### src/rtl/tpu_pkg.sv
// Shared TPU definitions: buffer word width, snapshot size, reader FSM encoding, drain order map.
// Latency: n/a (types, constants and a pure function only).
// Backpressure: n/a.
package tpu_pkg;

  localparam int DATA_W    = 8;
  localparam int NUM_WORDS = 4;

  typedef enum logic [1:0] {
    IDLE = 2'd0,
    SEND = 2'd1,
    DONE = 2'd2
  } rd_state_t;

  // Sequence index -> snapshot address for the 2x2 matrix.
  // Row-major is the identity; column-major swaps the row and column bits,
  // which gives 0,2,1,3.
  function automatic logic [1:0] order_map(input logic [1:0] idx, input logic transpose);
    return transpose ? {idx[0], idx[1]} : idx;
  endfunction

endpackage

### src/rtl/unified_buffer_reader.sv
// Snapshots the four unified-buffer words on start and streams them out row-major or transposed.
// Latency: first word valid the cycle after an accepted start; one word per handshake, done one cycle after the last word.
// Backpressure: out_ready low holds out_data/out_idx/out_last stable; no data dropped; out_valid has no path from out_ready.
//
// Ports:
//   clk, rst_n          clock, async active-low reset (all outputs 0 while in reset)
//   start, transpose    drain request and order select, sampled in IDLE only
//   clear               synchronous abort to IDLE, wins over start and handshake
//   u_mem_1..u_mem_4    buffer words at (0,0), (0,1), (1,0), (1,1)
//   out_ready           downstream accept
//   out_data/valid/last/idx   current word stream
//   busy, done          busy in SEND/DONE; done pulses one cycle after the last transfer
module unified_buffer_reader
  import tpu_pkg::*;
#(
  parameter int DATA_W    = tpu_pkg::DATA_W,
  parameter int NUM_WORDS = tpu_pkg::NUM_WORDS
) (
  input  logic              clk,
  input  logic              rst_n,
  input  logic              start,
  input  logic              transpose,
  input  logic              clear,
  input  logic [DATA_W-1:0] u_mem_1,
  input  logic [DATA_W-1:0] u_mem_2,
  input  logic [DATA_W-1:0] u_mem_3,
  input  logic [DATA_W-1:0] u_mem_4,
  input  logic              out_ready,
  output logic [DATA_W-1:0] out_data,
  output logic              out_valid,
  output logic              out_last,
  output logic [1:0]        out_idx,
  output logic              busy,
  output logic              done
);

  rd_state_t         state, state_nxt;
  logic [1:0]        idx, idx_nxt;
  logic              snap_load;
  logic              trans_q;
  logic [DATA_W-1:0] snap [NUM_WORDS];

  // State register
  always_ff @(posedge clk or negedge rst_n) begin
    if (!rst_n) begin
      state <= IDLE;
      idx   <= 2'd0;
    end else begin
      state <= state_nxt;
      idx   <= idx_nxt;
    end
  end

  // Next-state logic
  always_comb begin
    state_nxt = state;
    idx_nxt   = idx;
    snap_load = 1'b0;
    case (state)
      IDLE: begin
        if (start) begin
          state_nxt = SEND;
          idx_nxt   = 2'd0;
          snap_load = 1'b1;
        end
      end
      SEND: begin
        // out_valid is implied by being in SEND, so out_ready alone marks a transfer.
        if (out_ready) begin
          if (idx == 2'd3) begin
            state_nxt = DONE;
          end else begin
            idx_nxt = idx + 2'd1;
          end
        end
      end
      DONE: begin
        state_nxt = IDLE;
        idx_nxt   = 2'd0;
      end
      default: begin
        state_nxt = IDLE;
        idx_nxt   = 2'd0;
      end
    endcase
    // Abort overrides everything, including a start arriving in the same cycle.
    if (clear) begin
      state_nxt = IDLE;
      idx_nxt   = 2'd0;
      snap_load = 1'b0;
    end
  end

  // Snapshot and order latch; only written on an accepted start so the
  // buffer can be rewritten freely while the stream drains.
  always_ff @(posedge clk or negedge rst_n) begin
    if (!rst_n) begin
      trans_q <= 1'b0;
      for (int i = 0; i < NUM_WORDS; i++) begin
        snap[i] <= '0;
      end
    end else if (snap_load) begin
      trans_q <= transpose;
      snap[0] <= u_mem_1;
      snap[1] <= u_mem_2;
      snap[2] <= u_mem_3;
      snap[3] <= u_mem_4;
    end
  end

  // Outputs decode registered state only.
  assign out_valid = (state == SEND);
  assign out_last  = out_valid && (idx == 2'd3);
  assign out_idx   = out_valid ? idx : 2'd0;
  assign out_data  = out_valid ? snap[order_map(idx, trans_q)] : '0;
  assign busy      = (state == SEND) || (state == DONE);
  assign done      = (state == DONE);

endmodule

### config.mk
export PLATFORM = sky130hd
export DESIGN_NAME = unified_buffer_reader
export DESIGN_NICKNAME = d
export VERILOG_FILES = /design/src/rtl/tpu_pkg.sv /design/src/rtl/unified_buffer_reader.sv
export SDC_FILE = /design/constraint.sdc
export NUM_CORES = 1
export LEC_CHECK = 0
export ABC_AREA = 1
export CORE_ASPECT_RATIO = 0.8
export CORE_MARGIN = 3
export CORE_UTILIZATION = 50
export CTS_CLUSTER_SIZE = 8
export DETAILED_ROUTE_END_ITERATION = 12
export MAX_ROUTING_LAYER = met4
export PLACE_DENSITY_LB_ADDON = 0.3
export SLEW_MARGIN = 20
export SYNTH_ARGS = -nofsm -noshare
export SYNTH_HDL_FRONTEND = slang
export SYNTH_SLANG_ARGS = --single-unit
### constraint.sdc
create_clock -name clk -period 3.14 [get_ports clk]
set_clock_uncertainty 0.1 [all_clocks]
set_input_delay 0.314 -clock clk [delete_from_list [all_inputs] [get_ports clk]]
set_output_delay 0.314 -clock clk [all_outputs]
set_load 0.05 [all_outputs]
==> results of run 1 <==
[report_power, final]
group / internal [W] / total, W / leakage, nW / switching [W]
combinational: 0.000361 / 0.00105 / 0.815 / 0.000692
sequential: 0.000660 / 0.000739 / 0.412 / 0.0000786
clock: 0.000259 / 0.000422 / 0.0585 / 0.000163
[registers in the layout, summed over array words and instances, names as in the netlist]
name     cells
snap        32
idx          2
state        2
trans_q      1
[stage by stage]
stage / total power, W / instance area [sq um] / hold WS [ps]
floorplan: 0.00149 / 1960 / -81.6
global placement: 0.00176 / 2490 / 389
global route: 0.00236 / 2600 / 396
detailed placement: 0.00179 / 2490 / 402
finish: 0.00221 / 2600 / 338
CTS: 0.00222 / 2600 / 356
[cells in the final DEF, fill, tap and decap left out]
cell type         n
nand2_1          24
a21oi_1          41
nor2_1           33
buf_4             2
o21ai_2           1
inv_1            44
bufinv_16         1
o21ai_0           5
clkbuf_1          1
o21ai_4           1
dfrtp_1          37
clkbuf_8          6
or2_2             1
clkdlybuf4s50_1  51
inv_2             1
nand3b_1          1
nand2_2           2
ha_1              6
nand3_2           2
nand2_4           1
nand3_1          40
[area by class of cell]
class | instances | area share [%]
clock buffers | 7 | 3.32
clock inverters | 1 | 1.15
inverters | 45 | 6.49
multi-input cells | 158 | 30.8
flip-flops and latches | 37 | 35.6
well taps | 52 | 2.50
repair buffers | 53 | 20.2
[worst paths after layout]
path | from | to | slack, ps | cells past startpoint
worst max-delay path | trans_q | out_data[6] | 280 | 6
worst min-delay path | rst_n | snap[14] | 340 | 2
worst max register to register | state[1] | snap[0] | 1060 | 6
worst min register to register | snap[1] | snap[1] | 410 | 2
max in group asynchronous | rst_n | snap[24] | 2270 | 2
min in group clk | snap[1] | snap[1] | 410 | 2
[routing by layer]
metal	wire length [um]	vias to the layer above
li1	-	895
met1	2080	819
met2	2150	66
met3	323	5
met4	45	0
met5	0	-
[logic make-up (layout without fill, tap and decap cells)]
logic type	after synthesis	after routing	share of synthesized area [%]
flip-flops	37	37	47.2
AND/OR/NAND/NOR	104	104	23.8
buffers and inverters	55	106	12.1
AO/OA/AOI/OAI	48	48	13.0
adder cells (fa/ha/maj)	6	6	3.83
==> results.cfg, run 1 <==
[outcome]
status = finished, final reports clean

[worst_setup_path]
slowest_stage = clkdlybuf4s50_1
path_class = register to output port
end_kind = output port
path_delay_family = buffers and inverters
cpMostUsedCell = nand2_2
worstPathArrival_ps = 2450
path_max_fanout = 17
crit_buf_inv = 1
crit_required_ps = 2730
start_kind = register
critPathMaxStageDelay_ps = 830
worstPathCellList = nand2_2, nand2_2, nand2_1, nand3_1, a21oi_1, clkdlybuf4s50_1

[timing]
timing.final.ws_setup_ps = 280
final-setup-viol-count = 0
drv_slew = 0
fin_tns_setup_ps = 0
hold_viol_final = 0
tightest_slew_ps = 556
finalCritPeriodShare_pct = 91.1
fmax_mhz = 350
min_period_ps = 2860
relSlewSlack_pct = 62.9
rsz0062_at_grt = false

[synth]
ys_top_cells_by_area = dfrtp_1, a21oi_1, nand3_1, inv_1, nor2_1
synthArstFlopShare_pct = 100
yosysSeqAreaShare_pct = 47.2
synth_commonest_cells = inv_1, a21oi_1, nand3_1, dfrtp_1, nor2_1
syn_area_sq_um = 1960
synth_seq_cells = 37
syn-num-nets = 294
synth.top_cell.area_share_pct = 47.2
synth.distinct_cells = 20
syn_inst = 250
synth.most_common_cell = inv_1
synth_top_area_cell = dfrtp_1
synth-edff-count = 0
ys.warnings.count = 0
synth_flop_cell = dfrtp_1
syn-mean-instance-area_sq_um = 7.84

[power]
p_leak_nw = 1.29
powerDensity_nw_per_um2 = 850
vdd_ir_drop_max_mv = 0.525

[placed_design]
io_buffers = 51
routabilityCongestion = 0.842
dp_slack_ps = 609
dp_cells = 345
hpwlAfterDp_mm = 3.35

[grt]
grt_max_degree = 39
overflow = 0
globalRouteMet1Util_pct = 26.6
antenna_found_initial = 0
grt_use_met2_pct = 33.6
grt_pass1_vias = 1594
grt_usage_pct = 20.9
grt_busiest_layer = met2
met3_usage_pct = 5.33
grt_pass1_wl_mm = 7.29

[routing]
viasPerCell = 5.06
drt-total-wl_mm = 4.60
wl_per_cell_um = 13.0
firstDrtPassIters = 4
drtIter0Drc = 194
dr_total_vias = 1785
remaining_drc_errors = 0
drtAntennaViolNets = 0

[clocking]
post_cts_buffers = 0
cts_tree = built
clockRootBuffer = clkbuf_8
hold_buffers = 0
cts_made_buffers = 5
path_clk_slew_ps = 70
clock_latency_ps = 290
cts_sinks = 37
cts_resized = 0
clockBufferDepth = 2
htree_levels = 2

[layout]
multi_input_comb_area_sq_um = 802
antennaDiodeCount = 0
seq_area_sq_um = 926
syn_to_final_growth_pct = 32.8
fin_cells = 353
drive_above_1_share_pct = 5.98
fillers = 294
utilization_pct = 72.5
nNetsFinal = 344

[floorplanning]
die-area_sq_um = 4710
std_cell_rows = 19
die_w_um = 76.0
coreArea_sq_um = 3590
start_util_pct = 54.6
boundaryPins = 52
die_h_um = 62.0

[min_path]
min_path_type = primary input to asynchronous set/reset pin

[flow_run]
drv_cap = 0
No activity file was read; power rests on OpenSTA's default activity.
==> inputs of run 2 (changes only) <==
- CELL_PAD_IN_SITES_DETAIL_PLACEMENT: default -> 0
- CELL_PAD_IN_SITES_GLOBAL_PLACEMENT: default -> 1
- CORE_UTILIZATION: 50 -> 37
==> results.cfg, run 2 (synthesis gave the netlist of run 1 again) <==
[grt]
grt_pass1_wl_mm = 7.00
grt_usage_pct = 14.8
grt_max_degree = 67
grt_pass1_vias = 1440
overflow = 0
antenna_found_initial = 0

[routing]
wl_per_cell_um = 11.9
firstDrtPassIters = 4
drtIter0Drc = 79
drt-total-wl_mm = 4.32
viasPerCell = 4.65
dr_total_vias = 1689
drtAntennaViolNets = 0
remaining_drc_errors = 0

[worst_setup_path]
endpoint = out_data[7]
reg2reg_slack_ps = 1410
path_class = register to output port
slowest_stage = clkdlybuf4s50_1
start_kind = register
worstPathCellList = nand2_2, nand2_2, nand2_1, nand3_1, a21oi_1, clkdlybuf4s50_1
cpMostUsedCell = nand2_2
crit_required_ps = 2730
critPathMaxStageDelay_ps = 830
r2r_end = snap[28]
reg2regPathDepth = 6
worstPathArrival_ps = 2470
path_max_fanout = 17
cp-startpoint = trans_q
r2r_start = state[0]
end_kind = output port

[layout]
syn_to_final_growth_pct = 33.4
layout_commonest_cell = clkdlybuf4s50_1
antennaDiodeCount = 0
largest_register_ffs = 32
final_cell_mix = clkdlybuf4s50_1, inv_1, a21oi_1, nand3_1, dfrtp_1
nNetsFinal = 344
fin_cells = 363
reg_top3 = snap (32), idx (2), state (2)
fillers = 513
drive_above_1_share_pct = 5.98
largest_register = snap

[floorplanning]
die_w_um = 87.4
std_cell_rows = 23
start_util_pct = 38.7
die_h_um = 71.1
boundaryPins = 52
die-area_sq_um = 6210
coreArea_sq_um = 5060

[timing]
finalCritPeriodShare_pct = 91.8
final-setup-viol-count = 0
fin_tns_setup_ps = 0
rsz0062_at_grt = false
timing.final.ws_setup_ps = 256
relSlewSlack_pct = 60.2
min_period_ps = 2880
fmax_mhz = 347
hold_viol_final = 0
tightest_slew_ps = 597
drv_slew = 0

[clocking]
clockRootBuffer = clkbuf_8
path_clk_slew_ps = 70
hold_buffers = 0
post_cts_buffers = 0
cts_resized = 0
cts_tree = built
clockBufferDepth = 2
cts_made_buffers = 5
clock_latency_ps = 280
htree_levels = 2
cts_sinks = 37

[placed_design]
io_buffers = 51
hpwlAfterDp_mm = 3.19
dp_slack_ps = 579
dp_cells = 355
routabilityCongestion = 0.750

[power]
powerDensity_nw_per_um2 = 837
vdd_ir_drop_max_mv = 0.389
p_total_w = 0.00219
p_leak_nw = 1.29

[flow_run]
drv_cap = 0

[outcome]
status = finished, final reports clean

[min_path]
min_path_type = primary input to asynchronous set/reset pin
## run 2: worst min-delay path by stage
| stage | startpoint | end | slack, ps |
|---|---|---|---|
| floorplan | rst_n | idx[0] | -80 |
| global placement | snap[1] | snap[1] | 390 |
| detailed placement | snap[3] | snap[3] | 400 |
| CTS | rst_n | state[1] | 360 |
| global route | rst_n | state[1] | 400 |
| finish | rst_n | state[1] | 350 |
## run 2: cell type report
cell class / count / area, sq um / area share, %
flip-flops and latches: 37 / 926 / 35.4
well taps: 62 / 77.6 / 2.97
multi-input cells: 158 / 802 / 30.7
repair buffers: 53 / 526 / 20.1
clock inverters: 1 / 30.0 / 1.15
clock buffers: 7 / 86.3 / 3.30
inverters: 45 / 169 / 6.46
## run 2: through the flow
stage / cell area, sq um / hold WS, ps / util (%)
final: 2620 / 347 / 51.7
after floorplan: 1960 / -81.6 / -
after detailed placement: 2500 / 403 / 49.4
after global placement: 2500 / 393 / 49.4
after CTS: 2620 / 364 / 51.7
after global routing: 2620 / 401 / 51.7
## run 2: metal layers
layer  up-vias  wire [um]  global-route usage [%]
li1        891          -                       -
met1       751       2220                    22.6
met5         -          0                       -
met3         6        248                    3.96
met2        41       1810                    19.1
met4         0         44                    4.09
## run 2: where the power goes
part,switching [W],internal (W)
logic,0.000678,0.000362
clock network,0.000163,0.000259
registers,0.0000690,0.000659
total,0.000910,0.00128
## run 2: worst max-delay path: cells and delay by family, from the launching register on
family	cells	cell delay [ps]
buffers and inverters	1	830
DFF	1	490
and+or+nand+nor	4	660
AOI/OAI and AO/OA	1	200
==> inputs of run 3 (changes only) <==
- GPL_ROUTABILITY_DRIVEN: default -> 0
==> results of run 3 <==
Final layout, timing and power as in run 2 (identical DEF).
